$ cat src/rtl/apb_master_arbiter.sv
// Round-robin arbiter sharing one APB master port between REQ_CNT requesters,
// with address-decoded one-hot psel, SETUP/ACCESS sequencing and a wait-state timeout.
module apb_master_arbiter #(
  parameter int REQ_CNT   = 2,
  parameter int AGENT_CNT = 2,
  parameter int DW        = 32,
  parameter int APB_AW    = 32,
  parameter int SEL_LSB   = 12,
  parameter int TIMEOUT   = 16
) (
  input  logic                    pclk,
  input  logic                    presetn,
  input  logic [REQ_CNT-1:0]      req_valid,
  input  logic [REQ_CNT-1:0]      req_write,
  input  logic [REQ_CNT*APB_AW-1:0] req_addr,
  input  logic [REQ_CNT*DW-1:0]   req_wdata,
  input  logic [REQ_CNT*4-1:0]    req_strb,
  input  logic [REQ_CNT*3-1:0]    req_prot,
  output logic [REQ_CNT-1:0]      req_ready,
  output logic [REQ_CNT-1:0]      rsp_valid,
  output logic [DW-1:0]           rsp_rdata,
  output logic                    rsp_err,
  output logic                    rsp_timeout,
  output logic [AGENT_CNT-1:0]    psel,
  output logic                    penable,
  output logic                    pwrite,
  output logic [2:0]              pprot,
  output logic [3:0]              pstrb,
  output logic [APB_AW-1:0]       paddr,
  output logic [DW-1:0]           pwdata,
  input  logic [AGENT_CNT*DW-1:0] prdata,
  input  logic [AGENT_CNT-1:0]    pready,
  input  logic [AGENT_CNT-1:0]    pslverr
);

  localparam int GW    = (REQ_CNT > 1) ? $clog2(REQ_CNT) : 1;
  localparam int AIW   = (AGENT_CNT > 1) ? $clog2(AGENT_CNT) : 1;
  // One bit wider than a slave index so that out-of-range indices decode as a miss.
  localparam int SEL_W = $clog2(AGENT_CNT + 1);
  localparam int CNT_W = (TIMEOUT > 0) ? $clog2(TIMEOUT + 1) : 1;

  typedef enum logic [1:0] {IDLE, SETUP, ACCESS, RESP} state_e;

  state_e            state_q, state_d;
  logic [GW-1:0]     rr_q, rr_d;
  logic [GW-1:0]     gnt_q, gnt_d;
  logic [AIW-1:0]    slv_q, slv_d;
  logic [CNT_W-1:0]  cnt_q, cnt_d;
  logic              err_q, err_d;
  logic              tmo_q, tmo_d;
  logic [DW-1:0]     rdata_q, rdata_d;
  logic [APB_AW-1:0] addr_q, addr_d;
  logic [DW-1:0]     wdata_q, wdata_d;
  logic [3:0]        strb_q, strb_d;
  logic [2:0]        prot_q, prot_d;
  logic              write_q, write_d;

  logic              any_req;
  logic [GW-1:0]     gnt;
  logic [APB_AW-1:0] gnt_addr;
  logic [SEL_W-1:0]  sel_field;
  logic              dec_miss;
  logic              sel_ready;
  logic              sel_err;
  logic [DW-1:0]     sel_rdata;

  // Lowest offset from rr_q wins; the loop runs downward so that entry is written last.
  always_comb begin
    any_req = 1'b0;
    gnt     = '0;
    for (int i = REQ_CNT - 1; i >= 0; i--) begin
      if (req_valid[GW'((int'(rr_q) + i) % REQ_CNT)]) begin
        gnt     = GW'((int'(rr_q) + i) % REQ_CNT);
        any_req = 1'b1;
      end
    end
  end

  assign gnt_addr  = req_addr[gnt*APB_AW +: APB_AW];
  assign sel_field = gnt_addr[SEL_LSB +: SEL_W];
  assign dec_miss  = (int'(sel_field) >= AGENT_CNT);

  assign sel_ready = pready[slv_q];
  assign sel_err   = pslverr[slv_q];
  assign sel_rdata = prdata[slv_q*DW +: DW];

  always_comb begin
    // NOTE: every signal written here gets a default first, so no path can infer a latch.
    state_d   = state_q;
    rr_d      = rr_q;
    gnt_d     = gnt_q;
    slv_d     = slv_q;
    cnt_d     = cnt_q;
    err_d     = err_q;
    tmo_d     = tmo_q;
    rdata_d   = rdata_q;
    addr_d    = addr_q;
    wdata_d   = wdata_q;
    strb_d    = strb_q;
    prot_d    = prot_q;
    write_d   = write_q;
    req_ready = '0;

    case (state_q)
      IDLE: begin
        // Gated by presetn so req_ready stays low while reset is held.
        if (any_req && presetn) begin
          req_ready = REQ_CNT'(1) << gnt;
          gnt_d     = gnt;
          rr_d      = GW'((int'(gnt) + 1) % REQ_CNT);
          addr_d    = gnt_addr;
          wdata_d   = req_wdata[gnt*DW +: DW];
          strb_d    = req_strb[gnt*4 +: 4];
          prot_d    = req_prot[gnt*3 +: 3];
          write_d   = req_write[gnt];
          slv_d     = AIW'(sel_field);
          cnt_d     = '0;
          err_d     = dec_miss;
          tmo_d     = 1'b0;
          rdata_d   = '0;
          state_d   = dec_miss ? RESP : SETUP;
        end
      end
      SETUP: state_d = ACCESS;
      ACCESS: begin
        if (sel_ready) begin
          rdata_d = write_q ? '0 : sel_rdata;
          err_d   = sel_err;
          state_d = RESP;
        end else if (TIMEOUT != 0 && cnt_q == CNT_W'(TIMEOUT - 1)) begin
          err_d   = 1'b1;
          tmo_d   = 1'b1;
          state_d = RESP;
        end else begin
          cnt_d = cnt_q + CNT_W'(1);
        end
      end
      RESP: state_d = IDLE;
      default: state_d = IDLE;
    endcase
  end

  always_ff @(posedge pclk or negedge presetn) begin
    if (!presetn) begin
      state_q <= IDLE;
      rr_q    <= '0;
      gnt_q   <= '0;
      slv_q   <= '0;
      cnt_q   <= '0;
      err_q   <= 1'b0;
      tmo_q   <= 1'b0;
      rdata_q <= '0;
      addr_q  <= '0;
      wdata_q <= '0;
      strb_q  <= '0;
      prot_q  <= '0;
      write_q <= 1'b0;
    end else begin
      // NOTE: non-blocking assignments keep every register updating from pre-edge values.
      state_q <= state_d;
      rr_q    <= rr_d;
      gnt_q   <= gnt_d;
      slv_q   <= slv_d;
      cnt_q   <= cnt_d;
      err_q   <= err_d;
      tmo_q   <= tmo_d;
      rdata_q <= rdata_d;
      addr_q  <= addr_d;
      wdata_q <= wdata_d;
      strb_q  <= strb_d;
      prot_q  <= prot_d;
      write_q <= write_d;
    end
  end

  assign psel        = (state_q == SETUP || state_q == ACCESS) ? (AGENT_CNT'(1) << slv_q) : '0;
  assign penable     = (state_q == ACCESS);
  assign pwrite      = write_q;
  assign pprot       = prot_q;
  assign pstrb       = strb_q;
  assign paddr       = addr_q;
  assign pwdata      = wdata_q;
  assign rsp_valid   = (state_q == RESP) ? (REQ_CNT'(1) << gnt_q) : '0;
  assign rsp_rdata   = rdata_q;
  assign rsp_err     = (state_q == RESP) && err_q;
  assign rsp_timeout = (state_q == RESP) && tmo_q;

endmodule

$ cat config.mk
export PLATFORM = sky130hd
export DESIGN_NAME = apb_master_arbiter
export DESIGN_NICKNAME = d
export VERILOG_FILES = /design/src/rtl/apb_master_arbiter.sv
export SDC_FILE = /design/constraint.sdc
export NUM_CORES = 1
export LEC_CHECK = 0
export ABC_AREA = 1
export CAP_MARGIN = 20
export CORE_ASPECT_RATIO = 1.75
export CORE_MARGIN = 5
export CORE_UTILIZATION = 24
export DETAILED_ROUTE_END_ITERATION = 16
export GPL_ROUTABILITY_DRIVEN = 0
export GPL_TIMING_DRIVEN = 0
export REMOVE_ABC_BUFFERS = 1
export SLEW_MARGIN = 20
export SYNTH_ARGS = -nofsm -noshare
export SYNTH_HDL_FRONTEND = slang
export SYNTH_SLANG_ARGS = --single-unit
$ cat constraint.sdc
create_clock -name pclk -period 3.5 [get_ports pclk]
set_input_delay 1.05 -clock pclk [delete_from_list [all_inputs] [get_ports pclk]]
set_output_delay 1.05 -clock pclk [all_outputs]
set_load 0.03 [all_outputs]
==> run summary <==
The run gives 131 ps as the final critical-path setup slack. The critical path ends at req_ready[1]. The final standard cell utilization of the core was 43.1%; the effective utilization at floorplan was 24.3%. The startpoint of the worst setup timing path was presetn. The tools report the CTS buffer count as 17.

The first TritonRoute pass finished after 7 iterations. The layout cell share with drive strength beyond 1 is 4.98%. The commonest register cell after synthesis is sky130_fd_sc_hd__dfrtp_1. The tools report the reg-to-reg critical path endpoint as rsp_rdata[27]$_DFFE_PN0P_.

The number of cells on the worst reg-to-reg path is 6. For this run, the post-layout net count is 1275. Global-route congestion overflow total: 0. The post-route worst hold slack came out at 475 ps. Family with the most delay on the worst path: buffers and inverters.

Prior to clock tree synthesis, the placed netlist has a worst setup slack of -1290 ps. At the later pin of the worst-skew pair, clock insertion delay measures 420 ps. The slowest stage of the critical path belongs to the cell sky130_fd_sc_hd__clkdlybuf4s15_2.

For the clock sink count, the log shows 115. The tightest min-delay check is of the in -> async type. The relative slew slack is 50.0%.

The count of final hold-check violations was 0. The commonest cells after synthesis are 386 x sky130_fd_sc_hd__nand2_1, 115 x sky130_fd_sc_hd__dfrtp_1, 77 x sky130_fd_sc_hd__nand3_1. The logs give 6196 for the via count of the first global-routing pass and 22700 µm² for the core outline area. The highest clock rate is 0.297 GHz, and the areal power density over the cells is 854 nW/µm². The vertical die dimension is 211 µm. Each instance of the synthesized netlist takes up on average 7.46 µm².

After synthesis, the share of flip-flops with an asynchronous set or reset is 100%. The sum of buffers and inverters on the critical path is 4. The routed layout has 5999 vias. The delay of the slowest cell on the worst path was 320 ps. Count of final max-slew check failures: 0. The number of H-tree branching levels is 4, and the final clock period utilization by the worst path is 96.3%.

In this run the cell area of the synthesized design comes to 5520 µm². TritonCTS built the clock tree. The worst vdd rail ir drop is 0.438 mV, and the critical-path maximum fanout is 57. The critical path goes through buf_16 -> nand3_4 -> buf_16 -> nor2_4 -> buf_12 -> clkdlybuf4s15_2. The first global-routing pass estimated 34100 µm of wire. The horizontal die dimension is 125 µm, and the number of storage elements in the synthesis netlist is 115. Initial antenna violation count: 0. Setup repair after global routing left no endpoint under its margin.

The number of max-capacitance violations reported is 0, and the area overhead of the layout relative to synthesis is 77.4%. Row generation in the floorplan step produced 73 rows. After detailed routing, the average wire length per cell comes to 16.1 µm. The HPWL after detailed placement is 15800 µm. Counting distinct cell types in the post-synthesis netlist gives 22. Data arrives at the worst endpoint at 2320 ps.

The logs give 65 for the pin count of the biggest net entering global routing and 0 for the total of warnings raised by yosys. The die covers 26300 µm². The share of the Yosys chip area taken by registers is 52.1%. The tools report the cell at the root of the clock tree as sky130_fd_sc_hd__clkbuf_16. Dividing the detail-routed via count by the number of cells gives 4.40. The slew of the pin with the lowest slew margin works out to 750 ps.

Count of routing violations after the opening detailed-route iteration: 249. In the routed design, unresolved DRC markers number 0. After detailed routing, the total wire length is 22000 µm.

The combined global-route utilization of all metal layers came out at 16.5%. The finished layout holds 1364 standard cells, fillers aside. The maximum buffer depth of the clock tree came out at 2. The final setup violation count was 0.

The worst register-to-register path begins at paddr[12]$_DFFE_PN0P_. The type of the worst setup path is in -> out. The tools report the final-layout fill cell count as 2258. 0 antenna diodes ended up in the layout.

For the placed cell count, the log shows 1330. Element type at the critical path end: an output port. During I/O placement, the number of pins put on the boundary was 329. The flow ran to the end, and the final reports show no timing, DRC or antenna violations. The run gives 0 as the number of nets still failing antenna checks after routing. The share of synthesized area in the top cell type comes to 52.1%. In the post-synthesis netlist, the cell with the most instances is sky130_fd_sc_hd__nand2_1. The critical path crosses 6 cells after its start point. The cell taking the most area after synthesis was sky130_fd_sc_hd__dfrtp_1.

Worst endpoint required time: 2450 ps. Synthesis produced 740 cells. The clock transition at the registers of the reported paths was 50 ps.

Sorting the synthesized cells by area gives the leading types as sky130_fd_sc_hd__dfrtp_1 52%, sky130_fd_sc_hd__nand2_1 26%, sky130_fd_sc_hd__nand3_1 7.0%. The most numerous cell type found on the critical path is sky130_fd_sc_hd__buf_16. Kind of start point of the critical path: an input pin.

Buffers placed on the I/O ports in this run total 327. Counting flops with a built-in enable in the synthesized netlist gives 0. Subtracting the final worst setup slack from the clock period gives 3370 ps. The final total negative setup slack was 0 ps; the setup slack on the worst flop-to-flop path was 960 ps. The clock arrives with 12.5 ps of skew.

In this run the static leakage power is 4.30 nW.
## timing repair
action,4_1_cts,5_1_grt
endpoints found under the setup margin,2,0
setup buffers,3,0
hold buffers,0,0
resized for setup,14,0
## registers in the layout (all words and copies together) (netlist names)
name,flops
paddr,32
pwdata,32
rsp_rdata,32
cnt_q,5
pstrb,4
pprot,3
state_q,2
err_q,1
gnt_q,1
pwrite,1
rr_q,1
tmo_q,1
## logic make-up after synthesis
kind of cell             share of synthesized area, %
adder cells (fa/ha/maj)                          1.13
AO/OA/AOI/OAI                                    7.07
buffers and inverters                            5.30
AND/OR/NAND/NOR                                  34.4
flip-flops                                       52.1
## layer usage
metal | part of all wire, % | vias up | track usage, %
met5 | 0 | - | 0
met4 | 2.7 | 0 | 6.62
met3 | 7.6 | 36 | 5.36
met2 | 54 | 255 | 30.9
met1 | 36 | 2745 | 16.7
li1 | - | 2963 | -
## placed cells by master, fill, tap and decap left out, types with 5 or more instances in the layout
cell and instances:
sky130_fd_sc_hd__a21oi_1 34, sky130_fd_sc_hd__clkbuf_16 17, sky130_fd_sc_hd__clkdlybuf4s50_1 323, sky130_fd_sc_hd__dfrtp_1 113
sky130_fd_sc_hd__inv_1 23, sky130_fd_sc_hd__nand2_1 386, sky130_fd_sc_hd__nand3_1 77, sky130_fd_sc_hd__nor2_1 5
sky130_fd_sc_hd__o21ai_0 35, sky130_fd_sc_hd__o21ai_1 6
## where the power goes
group | total (mW) | switching [mW] | internal, mW
Combinational | 4.29 | 2.53 | 1.76
Sequential | 2.39 | 0.461 | 1.93
Clock | 1.69 | 0.607 | 1.09
Total | 8.37 | 3.59 | 4.77
## per-stage QoR
| step | total power [mW] | area, µm² |
|---|---|---|
| 5_1_grt | 8.92 | 9800 |
| 4_1_cts | 8.51 | 9800 |
| 6_report | 8.37 | 9800 |
| 3_5_place_dp | 6.70 | 9160 |
| 3_3_place_gp | 6.63 | 8970 |
| 2_1_floorplan | 4.64 | 5320 |
## worst min path at each step
stage / startpoint / end / cells after the start
floorplan: err_q$_DFFE_PN0P_ / err_q$_DFFE_PN0P_ / 2
global placement: rsp_rdata[2]$_DFFE_PN0P_ / rsp_rdata[2]$_DFFE_PN0P_ / 2
detailed placement: rsp_rdata[12]$_DFFE_PN0P_ / rsp_rdata[12]$_DFFE_PN0P_ / 2
CTS: presetn / paddr[12]$_DFFE_PN0P_ / 1
global route: presetn / paddr[12]$_DFFE_PN0P_ / 1
finish: presetn / paddr[12]$_DFFE_PN0P_ / 1
## layout make-up
cell class / count / area (µm²) / share of cell area (%)
Multi-Input combinational cell: 558 / 2390 / 24.4
Timing Repair Buffer: 338 / 3510 / 35.8
Clock inverter: 6 / 80.1 / 0.817
Tap cell: 300 / 375 / 3.83
Inverter: 24 / 90.1 / 0.919
Clock buffer: 23 / 478 / 4.88
Sequential cell: 115 / 2880 / 29.4
(Power assumes the default switching activity.)
